--- config.mk ---
export PLATFORM = sky130hd
export DESIGN_NAME = max7219_frame_rx
export DESIGN_NICKNAME = d
export VERILOG_FILES = /design/src/rtl/max7219_frame_rx.sv
export SDC_FILE = /design/constraint.sdc
export NUM_CORES = 1
export LEC_CHECK = 0
export ABC_AREA = 1
export CORE_MARGIN = 4
export CORE_UTILIZATION = 50
export CTS_BUF_LIST = sky130_fd_sc_hd__clkbuf_8 sky130_fd_sc_hd__clkbuf_16
export CTS_CLUSTER_DIAMETER = 40
export DETAILED_ROUTE_END_ITERATION = 16
export DONT_BUFFER_PORTS = 1
export PLACE_DENSITY_LB_ADDON = 0.3
export SYNTH_ARGS = -nofsm -noshare
export SYNTH_HDL_FRONTEND = slang
export SYNTH_SLANG_ARGS = --single-unit
--- constraint.sdc ---
create_clock -name max7219_frame_rx_CLOCK_50 -period 5.8 [get_ports max7219_frame_rx_CLOCK_50]
set_input_delay 1.74 -clock max7219_frame_rx_CLOCK_50 [delete_from_list [all_inputs] [get_ports max7219_frame_rx_CLOCK_50]]
set_output_delay 1.74 -clock max7219_frame_rx_CLOCK_50 [all_outputs]
set_load 0.1 [all_outputs]
--- src/rtl/max7219_frame_rx.sv ---
// MAX7219 serial frame receiver.
// Oversamples the asynchronous din/ncs/sclk pins with the system clock, assembles
// 16-bit frames (MSB first) between ncs falling and rising edges, and applies
// accepted frames to a MAX7219-style register file. Frames that do not carry exactly
// 16 bits are rejected with a one-cycle error pulse and leave all state untouched.
module max7219_frame_rx #(
    parameter int DATAWIDTH_BUS = 8,
    parameter int SYNC_STAGES   = 2
) (
    input  logic                     max7219_frame_rx_CLOCK_50,
    input  logic                     max7219_frame_rx_RESET_InHigh,
    input  logic                     max7219_frame_rx_din_In,
    input  logic                     max7219_frame_rx_ncs_In,
    input  logic                     max7219_frame_rx_sclk_In,
    input  logic [2:0]               max7219_frame_rx_rdAddr_In,
    output logic [DATAWIDTH_BUS-1:0] max7219_frame_rx_rdData_Out,
    output logic [3:0]               max7219_frame_rx_intensity_Out,
    output logic [2:0]               max7219_frame_rx_scanLimit_Out,
    output logic [7:0]               max7219_frame_rx_decodeMode_Out,
    output logic                     max7219_frame_rx_shutdownN_Out,
    output logic                     max7219_frame_rx_displayTest_Out,
    output logic                     max7219_frame_rx_frameValid_Out,
    output logic [3:0]               max7219_frame_rx_frameAddr_Out,
    output logic [7:0]               max7219_frame_rx_frameData_Out,
    output logic                     max7219_frame_rx_frameError_Out
);

    typedef enum logic [1:0] {
        ST_IDLE   = 2'd0,
        ST_SHIFT  = 2'd1,
        ST_COMMIT = 2'd2
    } state_t;

    localparam logic [4:0] BITS_PER_FRAME = 5'd16;
    localparam logic [4:0] BIT_CNT_MAX    = 5'd17;

    // Bit counter increment that sticks at 17 so any overlong frame stays "not 16".
    function automatic logic [4:0] sat_inc(input logic [4:0] cnt);
        sat_inc = (cnt >= BIT_CNT_MAX) ? BIT_CNT_MAX : cnt + 5'd1;
    endfunction

    // Synchronizer chains: index 0 is the pin-facing flop, SYNC_STAGES-1 the safe output.
    logic [SYNC_STAGES-1:0] din_sync_q,  din_sync_d;
    logic [SYNC_STAGES-1:0] ncs_sync_q,  ncs_sync_d;
    logic [SYNC_STAGES-1:0] sclk_sync_q, sclk_sync_d;

    // History flops: previous synchronized value, used for edge detection. din_hist
    // is the data bit aligned with the sclk edge that sclk_rise reports.
    logic din_hist_q,  din_hist_d;
    logic ncs_hist_q,  ncs_hist_d;
    logic sclk_hist_q, sclk_hist_d;

    // Registered edge strobes.
    logic sclk_rise_q, sclk_rise_d;
    logic ncs_rise_q,  ncs_rise_d;
    logic ncs_fall_q,  ncs_fall_d;

    // Frame assembly.
    state_t      state_q, state_d;
    logic [15:0] shift_q, shift_d;
    logic [4:0]  bit_cnt_q, bit_cnt_d;
    logic        fall_pend_q, fall_pend_d;

    // Register file and frame report outputs.
    logic [DATAWIDTH_BUS-1:0] digit_q [8];
    logic [DATAWIDTH_BUS-1:0] digit_d [8];
    logic [7:0] decode_mode_q,  decode_mode_d;
    logic [3:0] intensity_q,    intensity_d;
    logic [2:0] scan_limit_q,   scan_limit_d;
    logic       shutdown_n_q,   shutdown_n_d;
    logic       display_test_q, display_test_d;
    logic [3:0] frame_addr_q,   frame_addr_d;
    logic [7:0] frame_data_q,   frame_data_d;
    logic       frame_valid_q,  frame_valid_d;
    logic       frame_error_q,  frame_error_d;

    // Command fields of the assembled frame; the top nibble carries no meaning.
    logic [3:0] cmd_addr;
    logic [7:0] cmd_data;
    logic       unused_cmd_hi;

    assign cmd_addr      = shift_q[11:8];
    assign cmd_data      = shift_q[7:0];
    assign unused_cmd_hi = ^shift_q[15:12];

    // Pin synchronization, history capture and edge strobe generation.
    always_comb begin
        din_sync_d  = {din_sync_q[SYNC_STAGES-2:0],  max7219_frame_rx_din_In};
        ncs_sync_d  = {ncs_sync_q[SYNC_STAGES-2:0],  max7219_frame_rx_ncs_In};
        sclk_sync_d = {sclk_sync_q[SYNC_STAGES-2:0], max7219_frame_rx_sclk_In};

        din_hist_d  = din_sync_q[SYNC_STAGES-1];
        ncs_hist_d  = ncs_sync_q[SYNC_STAGES-1];
        sclk_hist_d = sclk_sync_q[SYNC_STAGES-1];

        sclk_rise_d =  sclk_sync_q[SYNC_STAGES-1] & ~sclk_hist_q;
        ncs_rise_d  =  ncs_sync_q[SYNC_STAGES-1]  & ~ncs_hist_q;
        ncs_fall_d  = ~ncs_sync_q[SYNC_STAGES-1]  &  ncs_hist_q;
    end

    // Frame FSM, shifter and register-file update.
    always_comb begin
        state_d        = state_q;
        shift_d        = shift_q;
        bit_cnt_d      = bit_cnt_q;
        fall_pend_d    = fall_pend_q;
        digit_d        = digit_q;
        decode_mode_d  = decode_mode_q;
        intensity_d    = intensity_q;
        scan_limit_d   = scan_limit_q;
        shutdown_n_d   = shutdown_n_q;
        display_test_d = display_test_q;
        frame_addr_d   = frame_addr_q;
        frame_data_d   = frame_data_q;
        frame_valid_d  = 1'b0;
        frame_error_d  = 1'b0;

        case (state_q)
            ST_IDLE: begin
                // A chip-select fall seen while committing counts only if ncs is
                // still low now; otherwise it was a glitch and is dropped.
                fall_pend_d = 1'b0;
                if (ncs_fall_q || (fall_pend_q && !ncs_hist_q)) begin
                    state_d   = ST_SHIFT;
                    bit_cnt_d = 5'd0;
                end
            end

            ST_SHIFT: begin
                // An sclk edge coinciding with the ncs release is not part of the frame.
                if (ncs_rise_q) begin
                    state_d = ST_COMMIT;
                end else if (sclk_rise_q) begin
                    shift_d   = {shift_q[14:0], din_hist_q};
                    bit_cnt_d = sat_inc(bit_cnt_q);
                end
            end

            ST_COMMIT: begin
                state_d     = ST_IDLE;
                fall_pend_d = ncs_fall_q;
                if (bit_cnt_q == BITS_PER_FRAME) begin
                    frame_valid_d = 1'b1;
                    frame_addr_d  = cmd_addr;
                    frame_data_d  = cmd_data;
                    case (cmd_addr)
                        4'h1, 4'h2, 4'h3, 4'h4,
                        4'h5, 4'h6, 4'h7, 4'h8: digit_d[3'(cmd_addr - 4'd1)] = DATAWIDTH_BUS'(cmd_data);
                        4'h9:    decode_mode_d  = cmd_data;
                        4'hA:    intensity_d    = cmd_data[3:0];
                        4'hB:    scan_limit_d   = cmd_data[2:0];
                        4'hC:    shutdown_n_d   = cmd_data[0];
                        4'hF:    display_test_d = cmd_data[0];
                        default: ; // 0x0 no-op, 0xD/0xE unmapped
                    endcase
                end else begin
                    frame_error_d = 1'b1;
                end
            end

            default: begin
                state_d = ST_IDLE;
            end
        endcase
    end

    // State registers; reset returns everything to the idle, cleared condition.
    always_ff @(posedge max7219_frame_rx_CLOCK_50 or posedge max7219_frame_rx_RESET_InHigh) begin
        if (max7219_frame_rx_RESET_InHigh) begin
            din_sync_q     <= '0;
            ncs_sync_q     <= '0;
            sclk_sync_q    <= '0;
            din_hist_q     <= 1'b0;
            ncs_hist_q     <= 1'b0;
            sclk_hist_q    <= 1'b0;
            sclk_rise_q    <= 1'b0;
            ncs_rise_q     <= 1'b0;
            ncs_fall_q     <= 1'b0;
            state_q        <= ST_IDLE;
            shift_q        <= '0;
            bit_cnt_q      <= '0;
            fall_pend_q    <= 1'b0;
            for (int i = 0; i < 8; i++) begin
                digit_q[i] <= '0;
            end
            decode_mode_q  <= '0;
            intensity_q    <= '0;
            scan_limit_q   <= '0;
            shutdown_n_q   <= 1'b0;
            display_test_q <= 1'b0;
            frame_addr_q   <= '0;
            frame_data_q   <= '0;
            frame_valid_q  <= 1'b0;
            frame_error_q  <= 1'b0;
        end else begin
            din_sync_q     <= din_sync_d;
            ncs_sync_q     <= ncs_sync_d;
            sclk_sync_q    <= sclk_sync_d;
            din_hist_q     <= din_hist_d;
            ncs_hist_q     <= ncs_hist_d;
            sclk_hist_q    <= sclk_hist_d;
            sclk_rise_q    <= sclk_rise_d;
            ncs_rise_q     <= ncs_rise_d;
            ncs_fall_q     <= ncs_fall_d;
            state_q        <= state_d;
            shift_q        <= shift_d;
            bit_cnt_q      <= bit_cnt_d;
            fall_pend_q    <= fall_pend_d;
            digit_q        <= digit_d;
            decode_mode_q  <= decode_mode_d;
            intensity_q    <= intensity_d;
            scan_limit_q   <= scan_limit_d;
            shutdown_n_q   <= shutdown_n_d;
            display_test_q <= display_test_d;
            frame_addr_q   <= frame_addr_d;
            frame_data_q   <= frame_data_d;
            frame_valid_q  <= frame_valid_d;
            frame_error_q  <= frame_error_d;
        end
    end

    assign max7219_frame_rx_rdData_Out      = digit_q[max7219_frame_rx_rdAddr_In];
    assign max7219_frame_rx_intensity_Out   = intensity_q;
    assign max7219_frame_rx_scanLimit_Out   = scan_limit_q;
    assign max7219_frame_rx_decodeMode_Out  = decode_mode_q;
    assign max7219_frame_rx_shutdownN_Out   = shutdown_n_q;
    assign max7219_frame_rx_displayTest_Out = display_test_q;
    assign max7219_frame_rx_frameValid_Out  = frame_valid_q;
    assign max7219_frame_rx_frameAddr_Out   = frame_addr_q;
    assign max7219_frame_rx_frameData_Out   = frame_data_q;
    assign max7219_frame_rx_frameError_Out  = frame_error_q;

endmodule

* Word level (Yosys, flattened, before mapping) *
Cells that the tools add are included.

operators by class
  $add $sub $neg = 2
  $lt $le $gt $ge = 4
  equal/unequal tests = 20
  muxes and demuxes = 19
  bitwise gates (word level) = 9
  reductions and logical operators = 18

operators with widths
  cell                 count
  $bwmux 64            1
  $bmux 8 s3           1
  $demux 8 s3          1
  $eq 4x4->1 const B   6
  $mux 8               3
  $reduce_and 3->1     7
  $mux 5               4
  $eq 4x3->1 const B   4
  $pmux 5 s2           1
  $eq 4x2->1 const B   2
  $ge 4x4->1 const B   2
  $ne 2x2->1 const B   4
  $not 3->4            2
  $reduce_or 8->1      1
  $add 5x1->5 const B  1
  $eq 5x5->1 const B   1
  $ge 5x5->1 const B   1
  $eq 4x1->1 const B   1
  $lt 4x1->1 const B   1
  $mux 1               4
  $mux 2               2
  $not 1->1            4
  $pmux 2 s2           1
  $reduce_and 2->1     2
  11 further kinds     15

storage, ports and cells
  register bits after elaboration = 127
  bits of input ports = 8
  output and inout port bits = 39
  word-level logic and storage cells = 102

* Longest topological paths before layout *
Gate-level depths: netlist of the first run.

  depth after elaboration = 7
  gate-level depth with buffers = 10
  mapped depth without buffers = 9

* Worst setup path after synthesis of the first run *
No wires, ideal clock.

  path type = input to output
  from = input max7219_frame_rx_rdAddr_In[0]
  to = output max7219_frame_rx_rdData_Out[5]
  arrival time = 3.022 ns
  required time = 4.060 ns
  setup slack = 1.038 ns
  stages = 6
  path buffers = 1
  path through = inv_1 > clkbuf_1 > nor2_1 > o22ai_1 > nand2_1 > nand2_1

on the way
  cells in the longest elaborated chain, start to end = 4

ends and longest elaborated chain
  what                                        RTL line  RTL
  start: declaration                          15        input logic [2:0] max7219_frame_rx_rdAddr_In,
  $not 3->4 (implied by the code)             222       assign max7219_frame_rx_rdData_Out = digit_q[max7219_frame_rx_rdAddr_In];
  $bmux 8 s3                                  222
  $mux 8 (implied by the code) (2 in series)  222
  end: declaration                            16        output logic [DATAWIDTH_BUS-1:0] max7219_frame_rx_rdData_Out,

No other way between the ends. The select of a mux whose other input is x is not followed.

* Worst setup path in the final report of the first run *
  from = input max7219_frame_rx_rdAddr_In[0]
  to = output max7219_frame_rx_rdData_Out[6]

The elaborated chain is that of the path after synthesis.

==> flow_summary_export.csv, run 1 <==
group,metric,value,unit
status,status,"finished, final reports clean",
place,port_buffers,0,
global_route,grt_max_degree,73,
yosys,yosysTopAreaCell,"dfrtp_1",
yosys,ys_async_sr_fraction,1.000,
clock_network,clk_pin_slew,0.06,ns
clock_network,clkLatencyLatePin,0.42,ns
worst_setup_path,cp_slowest_cell,"inv_1",
hold_path,min_to,"din_sync_q[1]",
pwr,pwr-share-seq,0.430,
detailed_routing,drtPass1Iterations,5,
clock_network,cts-root-buf,"clkbuf_16",
detailed_routing,drc_errors,0,
yosys,synth_commonest_cells,"nand2_1, dfrtp_1, o21ai_0",
worst_setup_path,worst-path-max-fanout,33,
clock_network,cts_tree,"built",
clock_network,cts_hold_buf,0,
floorplan,io_pins,47,
hold_path,hp-start,"din_sync_q[0]",
detailed_routing,wire_per_inst,17.43,um
final_layout,syn_to_final_growth,11.58,%
clock_network,cts_setup_buffers,0,
global_route,overflow,0,
pwr,clkPwrFrac,0.463,
pwr,peakVddDrop,259.6,uV
clock_network,post_cts_resize_count,0,
worst_setup_path,cp_common_cell,"nand2_1",
yosys,ys_seq_area_frac,0.5486,
worst_setup_path,critical_path_class,"input port to primary output",
yosys,ys_warn_count,0,
pwr,intPower,1.712,mW
detailed_routing,drtIter0Drc,428,
worst_setup_path,required,4.06,ns
floorplan,core.rowCount,39,
timing,fmax,206.6,MHz
yosys,ys.flop_type,"dfrtp_1",
timing,tightest_slew,0.9315,ns
final_layout,drive_gt1_frac,0.09940,
clock_network,max-clock-path-buffers,2,
final_layout,antenna_cells,0,
detailed_routing,viasPerCell,5.750,
yosys,netlist_top_cells_area,"dfrtp_1, nand2_1, nand4_1, o21ai_0, nor2_1",
worst_setup_path,critical-path-max-stage-delay,0.56,ns
worst_setup_path,r2r_cells,9,
yosys,syn_area,0.005793,mm2
worst_setup_path,r2r_slack,3.05,ns
global_route,track_usage,0.2266,
yosys,synthCells,661,
floorplan,die_w,115.6,um
clock_network,htreeDepth,4,
worst_setup_path,startpoint_type,"input port",
timing,min_period,4.840,ns
timing,setup_viol,0,
pwr,power_density,374.3,mW/mm2
timing,slew_headroom,0.3783,
hold_path,hp-class,"flip-flop to flip-flop",
pwr,switching_share,0.2925,
yosys,synth_nets,676,
yosys,yosysUniqueCellTypes,26,
hold_path,hold_path_depth,0,
timing,drv_slew,0,
yosys,ys_ff_latch,127,
worst_setup_path,end_kind,"primary output",
timing,fin_skew,0.006776,ns
final_layout,layout.cells.non_filler,807,
pwr,leakagePower,3.213,nW
floorplan,dieArea,0.01337,mm2
floorplan,core,0.01137,mm2
final_layout,nets,666,
yosys,yosys.area.top_type_share,0.5486,
place,hpwl,9.114,mm
run,maxCapViolCount,0,
place,place_congestion,0.8819,
timing,hold_viol_final,0,
clock_network,cts.sink_count,127,
pwr,switchingPower,0.7075,mW
global_route,grt_pass1_wl,23.31,mm
place,dpl.cell_count,775,
detailed_routing,wirelength,14.07,mm
global_route,antenna_found_initial,0,
timing,setup-tns-final,0,ns
detailed_routing,vias,4640,
timing,finalCritPeriodShare,0.8345,
yosys,synth-edff-count,0,
floorplan,fp.dieH,115.6,um
yosys,synthMostInstantiatedCell,"nand2_1",
detailed_routing,ant_nets,0,
worst_setup_path,arrival,3.10,ns
clock_network,cts_buffers,17,
pwr,combPwrFrac,0.107,
global_route,grt_pass1_vias,4492,
floorplan,start_util,0.5095,
yosys,avgSynthCellArea,8.764,um2
timing,grt_setup_unrepaired,"false",
worst_setup_path,path_cells,"inv_1 -> o21ai_0 -> o22ai_1 -> nand2_1 -> nand2_1 -> buf_4",
worst_setup_path,r2r_end,"digit_q[14]",
worst_setup_path,reg2reg_from,"bit_cnt_q[0]",
-- critical path: cells and delay by family --
family	cells	cell delay (ns)
AO/OA/AOI/OAI	2	0.34
buffers and inverters	2	0.85
AND/OR/NAND/NOR	2	0.16
-- cell type report --
type | instances | area, um2
fillers | 1019 | 4906
inverters | 35 | 133.9
clock inverters | 14 | 192.7
repair buffers | 10 | 75.07
multi-input cells | 460 | 2266
clock buffers | 18 | 439.2
well taps | 143 | 178.9
flip-flops and latches | 127 | 3178
-- through the flow --
step	util	hold WS (ns)	power (mW)	setup WS (ns)	area, um2
CTS	0.5685	0.3472	2.429	0.9834	6464
global placement	0.5129	0.3330	1.295	1.053	5832
finish	0.5685	0.3463	2.419	0.9600	6464
floorplan	-	0.3312	1.227	0.6757	5793
detailed placement	0.5129	0.3347	1.306	0.9779	5832
global route	0.5685	0.3683	2.515	0.8094	6464
-- cell families after synthesis --
group / share of synthesized area
fa+ha+maj: 0.01512
flops: 0.5486
compound gates: 0.09395
simple gates: 0.2806
buf+inv: 0.06026
xor+xnor: 0.001512
-- per-layer routing --
| layer | GRT usage | up-vias | wire [um] |
|---|---|---|---|
| li1 | - | 2196 | - |
| met1 | 0.3111 | 2223 | 6085 |
| met2 | 0.3418 | 195 | 6459 |
| met3 | 0.06475 | 26 | 1191 |
| met4 | 0.09203 | 0 | 333 |
| met5 | 0 | - | 0 |
-- placed cells by master (no fill, tap or decap), types with 2 or more instances in the layout --
cell type	synthesis	final
clkinvlp_4	0	3
nand3_1	9	9
dfrtp_1	127	127
a21oi_4	2	2
nand3_2	8	8
inv_1	33	34
o21ai_0	73	73
ha_1	7	7
a21oi_1	2	2
nand3_4	2	2
nand2_1	215	215
inv_2	2	2
nor2_1	42	42
o22ai_1	16	16
clkinv_4	0	3
nor2_2	3	3
o21ai_1	6	6
clkbuf_16	0	17
nand4_1	65	65
nand2_2	3	3
buf_4	14	10
bufinv_16	0	4
nor2_4	4	4
-- power by group through the flow --
| stage | Clock [mW] | Sequential (mW) | Combinational, mW |
|---|---|---|---|
| final | 1.12 | 1.04 | 0.258 |
| after global routing | 1.18 | 1.05 | 0.287 |
| after CTS | 1.13 | 1.04 | 0.258 |
| after detailed placement | 0 | 1.05 | 0.254 |
| after global placement | 0 | 1.05 | 0.245 |
| after floorplan | 0 | 0.966 | 0.261 |
-- registers in the layout, summed over array words and instances (netlist names), 2 cells and up --
signal                           cells
state_q                              2
max7219_frame_rx_decodeMode_Out      8
ncs_sync_q                           2
max7219_frame_rx_frameData_Out       8
sclk_sync_q                          2
digit_q                             64
max7219_frame_rx_scanLimit_Out       3
shift_q                             12
bit_cnt_q                            5
din_sync_q                           2
max7219_frame_rx_frameAddr_Out       4
max7219_frame_rx_intensity_Out       4
-- worst max path at each step --
stage | slack (ns) | endpoint | start | depth (start not counted)
finish | 0.96 | max7219_frame_rx_rdData_Out[6] | max7219_frame_rx_rdAddr_In[0] | 6
global route | 0.81 | max7219_frame_rx_rdData_Out[5] | max7219_frame_rx_rdAddr_In[0] | 6
CTS | 0.98 | max7219_frame_rx_rdData_Out[3] | max7219_frame_rx_rdAddr_In[0] | 6
detailed placement | 0.98 | max7219_frame_rx_rdData_Out[3] | max7219_frame_rx_rdAddr_In[0] | 6
global placement | 1.05 | max7219_frame_rx_rdData_Out[1] | max7219_frame_rx_rdAddr_In[0] | 6
floorplan | 0.68 | bit_cnt_q[0] | max7219_frame_rx_RESET_InHigh | 1
Note: power is estimated with default switching activity, not from simulation.
==> run 2: changes to the inputs <==
==> constraint.sdc (replaced) <==
create_clock -name max7219_frame_rx_CLOCK_50 -period 4.65 [get_ports max7219_frame_rx_CLOCK_50]
set_input_delay 1.395 -clock max7219_frame_rx_CLOCK_50 [delete_from_list [all_inputs] [get_ports max7219_frame_rx_CLOCK_50]]
set_output_delay 1.395 -clock max7219_frame_rx_CLOCK_50 [all_outputs]
set_load 0.1 [all_outputs]
==> run 2 against run 1 <==
Against the previous run:
- global-route usage down 0.79 points
- clock skew is 0.0015 ns lower
- count of clock-buffer cells in the layout up 3
- clock power rose by 37%
- critical path type unchanged
- largest cell class unchanged
- largest power group unchanged
==> flow_summary_export.csv, run 2 (synthesis gave the netlist of run 1 again) <==
group,metric,value,unit
clock_network,cts.sink_count,127,
worst_setup_path,r2r_cells,9,
timing,whs,0.3574,ns
detailed_routing,wirelength,13.65,mm
floorplan,fp.dieH,115.6,um
final_layout,regMostFlops,"digit_q",
final_layout,nets,666,
final_layout,syn_to_final_growth,12.81,%
clock_network,post_cts_resize_count,0,
clock_network,cts_buffers,17,
timing,tightest_slew,0.9294,ns
run,maxCapViolCount,0,
clock_network,clk_pin_slew,0.05,ns
final_layout,finalCoreUtilization,0.5748,
detailed_routing,vias,4591,
hold_path,hp-class,"flip-flop to flip-flop",
detailed_routing,viasPerCell,5.689,
floorplan,die_w,115.6,um
global_route,grt_max_degree,84,
worst_setup_path,startpoint_type,"input port",
floorplan,io_pins,47,
place,port_buffers,0,
timing,min_period,4.122,ns
pwr,power_density,480.8,mW/mm2
final_layout,multiInputGateArea,0.002266,mm2
global_route,antenna_found_initial,0,
floorplan,start_util,0.5095,
pwr,leakagePower,3.243,nW
global_route,grt_pass1_vias,4546,
final_layout,top_regs,"digit_q x64, shift_q x12",
clock_network,cts_hold_buf,0,
final_layout,fill_cells,981,
worst_setup_path,critical_path_class,"input port to primary output",
worst_setup_path,r2r_end,"digit_q[5]",
floorplan,dieArea,0.01337,mm2
place,place_congestion,0.9304,
final_layout,drive_gt1_frac,0.1009,
clock_network,cts_tree,"built",
timing,fmax,242.6,MHz
timing,grt_setup_unrepaired,"false",
clock_network,cts_setup_buffers,0,
worst_setup_path,r2r_slack,2.00,ns
pwr,peakVddDrop,295.8,uV
worst_setup_path,required,3.25,ns
timing,fin_skew,0.005315,ns
floorplan,core.rowCount,39,
floorplan,core,0.01137,mm2
worst_setup_path,worst-path-max-fanout,33,
worst_setup_path,end_kind,"primary output",
timing,drv_slew,0,
worst_setup_path,reg2reg_from,"bit_cnt_q[0]",
clock_network,cts-root-buf,"clkbuf_16",
global_route,grt_pass1_wl,22.85,mm
timing,hold_viol_final,0,
detailed_routing,drtIter0Drc,474,
timing,setup_viol,0,
final_layout,finalInstanceArea,0.006535,mm2
worst_setup_path,startpoint,"max7219_frame_rx_rdAddr_In[0]",
worst_setup_path,endpoint,"max7219_frame_rx_rdData_Out[3]",
final_layout,antenna_cells,0,
clock_network,clkLatencyLatePin,0.41,ns
timing,slew_headroom,0.3804,
global_route,overflow,0,
clock_network,htreeDepth,4,
final_layout,final_cell_mix,"nand2_1, dfrtp_1, o21ai_0",
status,status,"finished, final reports clean",
global_route,track_usage,0.2187,
final_layout,final_common_cell,"nand2_1",
final_layout,largest_reg_flops,64,
detailed_routing,ant_nets,0,
final_layout,seqCellArea,0.003178,mm2
timing,setup-tns-final,0,ns
detailed_routing,drc_errors,0,
clock_network,max-clock-path-buffers,2,
place,hpwl,8.727,mm
timing,finalCritPeriodShare,0.8864,
detailed_routing,wire_per_inst,16.91,um
worst_setup_path,arrival,2.73,ns
detailed_routing,drtPass1Iterations,6,
place,dpl-instance-area,0.005846,mm2
==> run 2: changes by cell type in the layout (fill, tap and decap cells not counted), sizes merged <==
cell	change
bufinv	+2
clkbuf	+3
clkinv	-2
inv	-3
==> run 2: worst max-delay path: stages <==
cell and delay [ns]:
inv_1 0.34, buf_4 0.29, o21ai_0 0.12, o22ai_1 0.15, nand2_1 0.07, nand2_1 0.07, buf_4 0.28
==> run 2: metrics by stage <==
stage,power (mW),std cells,setup WS [ns]
floorplan,1.530,661,0.5784
global placement,1.608,775,0.6724
detailed placement,1.620,775,0.5620
CTS,3.158,807,0.5594
global route,3.258,807,0.4248
finish,3.142,807,0.5283
==> run 2: report_power, final <==
group	leakage (nW)	internal (mW)	switching (mW)
Sequential	1.74	1.15	0.138
Combinational	1.16	0.0713	0.245
Clock	0.336	1.06	0.475
==> run 2: area by class of cell <==
class                   count  area share
well taps                 143     0.02738
flip-flops and latches    127      0.4863
inverters                  35     0.02068
multi-input cells         460      0.3467
clock buffers              21     0.07352
clock inverters            11     0.03197
repair buffers             10     0.01340
==> run 2: routing by layer <==
layer	wire length [um]	global-route usage
met4	282	0.09203
met5	0	0
met2	6305	0.3364
met1	6143	0.2971
met3	914	0.05640
==> run 2: worst min path at each step <==
stage	startpoint	cells past startpoint	endpoint	slack, ns
detailed placement	sclk_sync_q[0]	0	sclk_sync_q[1]	0.34
global route	sclk_sync_q[0]	0	sclk_sync_q[1]	0.37
global placement	din_sync_q[1]	0	din_hist_q	0.33
floorplan	din_sync_q[1]	0	din_hist_q	0.33
finish	ncs_sync_q[0]	0	ncs_sync_q[1]	0.36
CTS	sclk_sync_q[0]	0	sclk_sync_q[1]	0.36
